## src/rtl/vga_timing_gen.sv

```systemverilog
// 640x480@60 Hz VGA raster generator: pixel/line counters, sync pulses, visible flag and strobes.
// Every output is registered and decoded from the next-state counters, so all outputs line up.
module vga_timing_gen #(
    parameter int unsigned H_VIDEO     = 640,
    parameter int unsigned H_FRONT     = 16,
    parameter int unsigned H_SYNC      = 96,
    parameter int unsigned H_BACK      = 48,
    parameter int unsigned V_VIDEO     = 480,
    parameter int unsigned V_FRONT     = 10,
    parameter int unsigned V_SYNC      = 2,
    parameter int unsigned V_BACK      = 33,
    parameter bit          SYNC_ACTIVE = 1'b0,
    parameter int unsigned CLK_DIV     = 1
) (
    input  logic       clk,
    input  logic       rst,
    output logic [9:0] pixel_x,
    output logic [9:0] pixel_y,
    output logic       video_on,
    output logic       hsync,
    output logic       vsync,
    output logic       pix_tick,
    output logic       line_start,
    output logic       frame_start,
    output logic [7:0] frame_count
);

    localparam int unsigned H_TOTAL = H_VIDEO + H_FRONT + H_SYNC + H_BACK;
    localparam int unsigned V_TOTAL = V_VIDEO + V_FRONT + V_SYNC + V_BACK;

    generate
        if (H_TOTAL > 1024 || V_TOTAL > 1024) begin : gen_bad_total
            $error("vga_timing_gen: H_TOTAL and V_TOTAL must not exceed 1024");
        end
        if (CLK_DIV < 1 || CLK_DIV > 4) begin : gen_bad_div
            $error("vga_timing_gen: CLK_DIV must be in 1..4");
        end
    endgenerate

    // Inclusive bounds keep every constant inside 10 bits even at the 1024 limit.
    localparam logic [9:0] H_LAST     = 10'(H_TOTAL - 1);
    localparam logic [9:0] V_LAST     = 10'(V_TOTAL - 1);
    localparam logic [9:0] H_VID_LAST = 10'(H_VIDEO - 1);
    localparam logic [9:0] V_VID_LAST = 10'(V_VIDEO - 1);
    localparam logic [9:0] HS_FIRST   = 10'(H_VIDEO + H_FRONT);
    localparam logic [9:0] HS_LAST    = 10'(H_VIDEO + H_FRONT + H_SYNC - 1);
    localparam logic [9:0] VS_FIRST   = 10'(V_VIDEO + V_FRONT);
    localparam logic [9:0] VS_LAST    = 10'(V_VIDEO + V_FRONT + V_SYNC - 1);
    localparam logic [1:0] DIV_LAST   = 2'(CLK_DIV - 1);

    logic [1:0] div_q, div_d;
    logic [9:0] x_q, x_d;
    logic [9:0] y_q, y_d;
    logic       video_on_q, video_on_d;
    logic       hsync_q, hsync_d;
    logic       vsync_q, vsync_d;
    logic       pix_tick_q, pix_tick_d;
    logic       line_start_q, line_start_d;
    logic       frame_start_q, frame_start_d;
    logic [7:0] frame_count_q, frame_count_d;
    logic       tick;

    always_comb begin
        tick  = (div_q == DIV_LAST);
        div_d = tick ? 2'd0 : div_q + 2'd1;
        x_d   = x_q;
        y_d   = y_q;

        if (tick) begin
            if (x_q == H_LAST) begin
                x_d = 10'd0;
                y_d = (y_q == V_LAST) ? 10'd0 : y_q + 10'd1;
            end else begin
                x_d = x_q + 10'd1;
            end
        end

        video_on_d    = (x_d <= H_VID_LAST) && (y_d <= V_VID_LAST);
        hsync_d       = (x_d >= HS_FIRST && x_d <= HS_LAST) ? SYNC_ACTIVE : ~SYNC_ACTIVE;
        vsync_d       = (y_d >= VS_FIRST && y_d <= VS_LAST) ? SYNC_ACTIVE : ~SYNC_ACTIVE;
        pix_tick_d    = tick;
        line_start_d  = tick && (x_d == 10'd0);
        frame_start_d = line_start_d && (y_d == 10'd0);
        frame_count_d = frame_start_d ? frame_count_q + 8'd1 : frame_count_q;
    end

    // Divider parks at its last value in reset so the first edge after release is a tick.
    always_ff @(posedge clk) begin
        if (!rst) begin
            div_q         <= DIV_LAST;
            x_q           <= H_LAST;
            y_q           <= V_LAST;
            video_on_q    <= 1'b0;
            hsync_q       <= ~SYNC_ACTIVE;
            vsync_q       <= ~SYNC_ACTIVE;
            pix_tick_q    <= 1'b0;
            line_start_q  <= 1'b0;
            frame_start_q <= 1'b0;
            frame_count_q <= 8'd0;
        end else begin
            div_q         <= div_d;
            x_q           <= x_d;
            y_q           <= y_d;
            video_on_q    <= video_on_d;
            hsync_q       <= hsync_d;
            vsync_q       <= vsync_d;
            pix_tick_q    <= pix_tick_d;
            line_start_q  <= line_start_d;
            frame_start_q <= frame_start_d;
            frame_count_q <= frame_count_d;
        end
    end

    assign pixel_x     = x_q;
    assign pixel_y     = y_q;
    assign video_on    = video_on_q;
    assign hsync       = hsync_q;
    assign vsync       = vsync_q;
    assign pix_tick    = pix_tick_q;
    assign line_start  = line_start_q;
    assign frame_start = frame_start_q;
    assign frame_count = frame_count_q;

endmodule

```

## config.mk

```make
export PLATFORM = sky130hd
export DESIGN_NAME = vga_timing_gen
export DESIGN_NICKNAME = d
export VERILOG_FILES = /design/src/rtl/vga_timing_gen.sv
export SDC_FILE = /design/constraint.sdc
export NUM_CORES = 1
export LEC_CHECK = 0
export CORE_ASPECT_RATIO = 0.8
export CORE_MARGIN = 2
export CORE_UTILIZATION = 52
export CTS_CLUSTER_DIAMETER = 50
export DETAILED_ROUTE_END_ITERATION = 6
export PLACE_DENSITY = 0.81
export SLEW_MARGIN = 20
export SYNTH_ARGS = -nofsm -noshare
export SYNTH_HDL_FRONTEND = slang
export SYNTH_SLANG_ARGS = --single-unit
```

## constraint.sdc

```tcl
create_clock -name clk -period 4.35 [get_ports clk]
set_input_delay 0.87 -clock clk [delete_from_list [all_inputs] [get_ports clk]]
set_output_delay 0.87 -clock clk [all_outputs]
set_load 0.005 [all_outputs]
```

==> reports/metrics.cfg, run 1 <==
[outcome]
outcome = complete, no violations

[power_and_ir_drop]
clkPwrFrac_pct = 19.1
vdd_drop_max_mv = 0.308
powerDensity_mw_per_mm2 = 601
p_sw_uw = 673
power_frac_seq_pct = 31.1
switching_share_pct = 43.5
power_uw = 1550
leakage_uw = 0.000939
comb_power_share_pct = 49.7
p_int_uw = 872

[worst_setup_path]
r2r-start = pixel_x[1]
slowest_stage = nand4_1
ff2ff_path_depth = 8
cp_cell_sequence = ha_1, and2_1, nand4_1, nor3_1, xnor2_1, nand4_1, nor4_1, mux2i_1
critPathCaptureType = flip-flop
critPathMaxStageDelay_ns = 0.46
reg2reg_to = frame_count[3]
critPathMostFrequentCell = nand4_1
r2r_slack_ns = 1.06
critPathLaunchType = flip-flop
worstPathRequired_ns = 4.56
crit_buf_inv = 0
startpoint = pixel_x[1]
cp_data_arrival_time_ns = 3.50
worstSetupPathType = flip-flop to flip-flop
worstPathMaxFanout = 11
crit_family = simple AND/OR/NAND/NOR gates

[global_route]
antenna_found_initial = 0
gr-usage-met2_pct = 33.6
grtUsageMet3_pct = 6.06
globalRouteMet1Util_pct = 35.0
grt_overflow_total = 0
grt_pass1_vias = 1821
grt_util_all_layers_pct = 23.6
grt_first_pass_wirelength_mm = 8.41
grt_max_degree = 27
gr-max-usage-layer = met1

[synthesis]
synthSimpleGateAreaFrac_pct = 33.9
synthMostInstantiatedCell = dfxtp_1
synth_area_mm2 = 0.00215
synth-seq-area-share_pct = 33.6
syn_nets = 271
ys_seq_elements = 36
synth_xor_area_share_pct = 3.67
async_reset_ff_share_pct = 0
synth_compound_area_share_pct = 14.0
synthFlopType = dfxtp_1
yosysWarnings = 0
synth_top_family_by_area = simple AND/OR/NAND/NOR gates
yosys-top-cells-area = dfxtp_1 (34%), nand2_1 (5.2%), nand3_1 (4.7%)
synth.avg_cell_area_um2 = 8.13
synth_area_leader_cell = dfxtp_1
synthAdderAreaFrac_pct = 2.91
synth_enable_flop_cells = 0
synth.mux.area_fraction_pct = 4.78
synth_top_area_share_pct = 33.6
synthCells = 264
synthDistinctLibCells = 55
yosys-top-cells-count = dfxtp_1 (36), nand2_1 (30), nor2_1 (22), nand3_1 (20), nor3_1 (13)

[sta]
period_minus_slack_ns = 3.29
post-route-period-util_pct = 75.5
skew_ns = 0.00593
setup_viol = 0
tns_ns = 0
drv_slew = 0
tightest_slew_ns = 0.514
grt_setup_unrepaired = false
final_hold_viol_count = 0
slew_headroom_pct = 65.7
fmax_ghz = 0.304

[cells_and_area]
multi_input_area_mm2 = 0.00127
ff_latch_area_um2 = 721
antennaDiodeCount = 0
final_area_mm2 = 0.00257
fin_nets = 298
fillerInstances = 336
drive_above_1_share_pct = 6.16
syn_to_final_growth_pct = 19.7

[die]
fp-row-count = 20
die_h_um = 61.5
dieArea_mm2 = 0.00466
io-pin-count = 36
initial_core_util_pct = 55.4
die_x_um = 75.8
core-area_mm2 = 0.00388

[hold_path]
hold_end = div_q[0]
min-delay-start = div_q[0]
worstHoldPathType = flip-flop to flip-flop
whs_path_depth = 1

[cts]
cts_made_buffers = 5
clk_latency_ns = 0.29
clockBufferDepth = 2
cts.sinks = 36
cts_tree = done
cts.hold.buffers_added = 0
htreeDepth = 2
clkTransAtPathRegs_ns = 0.08
post_cts_buffers = 0
cts_resized = 0
clockRootBuffer = clkbuf_8

[routing]
dr.pass1.iters = 5
postRouteAntennaNets = 0
drtIter0Drc = 323
vias = 2080
drc = 0
via_per_inst = 5.99
detail_route.wirelength_mm = 5.17
wire_per_inst_um = 14.9

[place]
placed_area_mm2 = 0.00246
gp_congestion = 0.947
buffer_ports.inserted = 35
dp_hpwl_mm = 3.61

[flow_run]
cap_viol_max_count = 0

cells by family after synthesis:
kind of cell | after synthesis
DFF | 36
xor gates and xnor gates | 9
buffers and inverters | 26
and+or+nand+nor | 135
AOI/OAI and AO/OA | 43
adders and majority gates | 5
muxes | 10
power by group through the flow:
stage                     Sequential, uW  Clock (uW)  Combinational, uW
after floorplan                      448           0                605
after global placement               484           0                735
after detailed placement             485           0                745
after CTS                            478         303                755
after global routing                 493         318                842
final                                481         296                768
area by class of cell:
class / instances / share of cell area, %
multi-input combinational: 202 / 49.6
clock inverter: 3 / 1.66
timing repair buffer: 36 / 13.9
tap: 55 / 2.68
clock buffer: 5 / 2.68
sequential: 36 / 28.0
inverter: 10 / 1.46
metrics by stage:
stage | setup slack [ns] | utilization, % | std cells | hold slack, ns
global route | 0.763 | 66.3 | 347 | 0.468
CTS | 1.11 | 66.3 | 347 | 0.449
finish | 1.06 | 66.3 | 347 | 0.447
detailed placement | 1.18 | 63.4 | 339 | 0.437
global placement | 1.26 | 63.4 | 339 | 0.415
floorplan | 1.78 | - | 264 | 0.401
flip-flops by register name, summed over array words and instances, names as in the netlist:
register,flops
div_q,2
vsync,1
hsync,1
pixel_x,10
frame_start,1
line_start,1
pixel_y,10
video_on,1
frame_count,8
pix_tick,1
how the worst max path moves through the flow:
stage                      to  cells after the start
3_5_place_dp   frame_count[3]                      8
6_report       frame_count[3]                      8
2_1_floorplan  frame_count[3]                     11
5_1_grt        frame_count[3]                      8
3_3_place_gp   frame_count[0]                      9
4_1_cts        frame_count[3]                      8
placed cells by master, fill, tap and decap left out, drive strengths merged, types with 2 or more instances in the layout:
cell and n:
dfxtp 36, clkdlybuf4s50 35, nand2 30, nor2 22, nand3 21, nor3 13
o21ai 11, inv 10, nor4 10, nand2b 8, and3 8, a21oi 8
mux2i 8, nand4 6, xor2 5, ha 5, clkbuf 5, xnor2 4
o311ai 4, and2 3, o211ai 3, or2 3, and3b 2, and4 2
a32o 2, or4 2, o31ai 2, mux2 2, nand3b 2
per-layer routing:
metal / routed length (um) / vias up / part of all wire (%)
met5: 0 / - / 0
met4: 53 / 0 / 1.0
met3: 462 / 10 / 8.9
met2: 2220 / 95 / 43
met1: 2440 / 962 / 47
li1: - / 1013 / -
Power figures use the tool's default switching activity.
==> run 2: changes to the inputs <==
==> constraint.sdc (replaced) <==
create_clock -name clk -period 3.35 [get_ports clk]
set_input_delay 0.67 -clock clk [delete_from_list [all_inputs] [get_ports clk]]
set_output_delay 0.67 -clock clk [all_outputs]
set_load 0.005 [all_outputs]
==> reports/metrics.cfg, run 2 (synthesized netlist as in run 1, its figures left out) <==
[outcome]
outcome = complete, no violations

[worst_setup_path]
worstPathMaxFanout = 12
cp_data_arrival_time_ns = 3.21
reg2reg_to = frame_count[0]
worstPathRequired_ns = 3.57
r2r_slack_ns = 0.36
worstSetupPathType = flip-flop to flip-flop
r2r-start = div_q[0]
critPathLaunchType = flip-flop
ff2ff_path_depth = 9
startpoint = div_q[0]
critPathCaptureType = flip-flop
crit_end = frame_count[0]

[routing]
postRouteAntennaNets = 0
met1Wirelength_mm = 2.42
wire_per_inst_um = 14.7
drc = 0
dr_wl_met3_um = 448
dr.pass1.iters = 6
routed.top_layer = met4
wl_met2_mm = 2.21
drtIter0Drc = 296
detail_route.wirelength_mm = 5.16
via_per_inst = 5.90
vias = 2066

[place]
gp_congestion = 0.921
post-place-ws_ns = 0.296
dp_hpwl_mm = 3.70
buffer_ports.inserted = 35
placed_area_mm2 = 0.00248

[sta]
slew_headroom_pct = 59.6
skew_ns = 0.00563
layout_setup_ws_ns = 0.357
fmax_ghz = 0.334
period_minus_slack_ns = 2.99
final_hold_viol_count = 0
setup_viol = 0
tns_ns = 0
tightest_slew_ns = 0.604
drv_slew = 0
post-route-period-util_pct = 89.3
grt_setup_unrepaired = false

[cts]
htreeDepth = 2
clk_latency_ns = 0.29
clockRootBuffer = clkbuf_8
cts.hold.buffers_added = 0
post_cts_buffers = 0
cts_tree = done
cts_made_buffers = 5
clkTransAtPathRegs_ns = 0.08
cts_resized = 0
cts.sinks = 36
clockBufferDepth = 2

[cells_and_area]
fin_nets = 301
fillerInstances = 326
syn_to_final_growth_pct = 20.9
final_area_mm2 = 0.00259
antennaDiodeCount = 0
final_common_cell = dfxtp_1
layout_common_cells = dfxtp_1 (36), clkdlybuf4s50_1 (35), nand2_1 (30), nor2_1 (22), nand3_1 (20)
drive_above_1_share_pct = 7.46
utilization_pct = 66.9

[global_route]
grt_util_all_layers_pct = 23.9
grt_pass1_vias = 1716
grt_first_pass_wirelength_mm = 8.38
antenna_found_initial = 0
grt_overflow_total = 0
grt_max_degree = 18

[power_and_ir_drop]
clkPwrFrac_pct = 19.1
p_sw_uw = 869
switching_share_pct = 43.1
p_int_uw = 1150
vdd_drop_max_mv = 0.422
powerDensity_mw_per_mm2 = 778
leakage_uw = 0.000952
power_frac_seq_pct = 31.0
power_uw = 2020
comb_power_share_pct = 49.9

[die]
fp-row-count = 20
dieArea_mm2 = 0.00466
core-area_mm2 = 0.00388
die_h_um = 61.5
initial_core_util_pct = 55.4
io-pin-count = 36
die_x_um = 75.8

[flow_run]
cap_viol_max_count = 0

[hold_path]
worstHoldPathType = flip-flop to flip-flop
whs_path_depth = 1

[run 2: cell types whose count changed in the layout (fill, tap and decap cells not counted)]
cell and change:
buf_4 +3, ha_1 -1, ha_2 +1
[run 2: how the worst min path moves through the flow]
stage	slack [ns]	to	from
3_5_place_dp	0.45	div_q[0]	div_q[0]
6_report	0.46	div_q[0]	div_q[0]
5_1_grt	0.47	div_q[0]	div_q[0]
2_1_floorplan	0.40	div_q[0]	div_q[0]
4_1_cts	0.46	div_q[0]	div_q[0]
3_3_place_gp	0.41	div_q[0]	div_q[0]
[run 2: cell type report]
class / instances / area [um2] / share of cell area [%]
Multi-Input combinational cell: 202 / 1280 / 49.2
Clock buffer: 5 / 68.8 / 2.65
Tap cell: 55 / 68.8 / 2.65
Clock inverter: 3 / 42.5 / 1.64
Timing Repair Buffer: 39 / 380 / 14.7
Inverter: 10 / 37.5 / 1.45
Sequential cell: 36 / 721 / 27.8
[run 2: stage by stage]
stage / std cells / hold WS, ns
2_1_floorplan: 264 / 0.401
4_1_cts: 350 / 0.463
6_report: 350 / 0.459
5_1_grt: 350 / 0.472
3_3_place_gp: 342 / 0.411
3_5_place_dp: 342 / 0.452
[run 2: power groups by stage]
stage | sequential, uW | clock [uW] | combinational [uW]
finish | 626 | 386 | 1010
global route | 638 | 415 | 1100
CTS | 620 | 395 | 988
detailed placement | 627 | 0 | 980
global placement | 630 | 0 | 970
floorplan | 582 | 0 | 786
[run 2: worst max-delay path: stages (launching register included)]
cell and delay [ns]:
dfxtp_1 0.32, inv_1 0.06, ha_2 0.30, nand3_2 0.20, or4_1 0.62, mux2i_1 0.17, nor3_1 0.20, nand3_1 0.31
or4_1 0.60, a21oi_1 0.15
[run 2: metal layers]
layer | GRT usage (%) | vias up
li1 | - | 1018
met1 | 35.6 | 940
met2 | 34.6 | 98
met3 | 5.24 | 10
met4 | 6.77 | 0
met5 | 0 | -
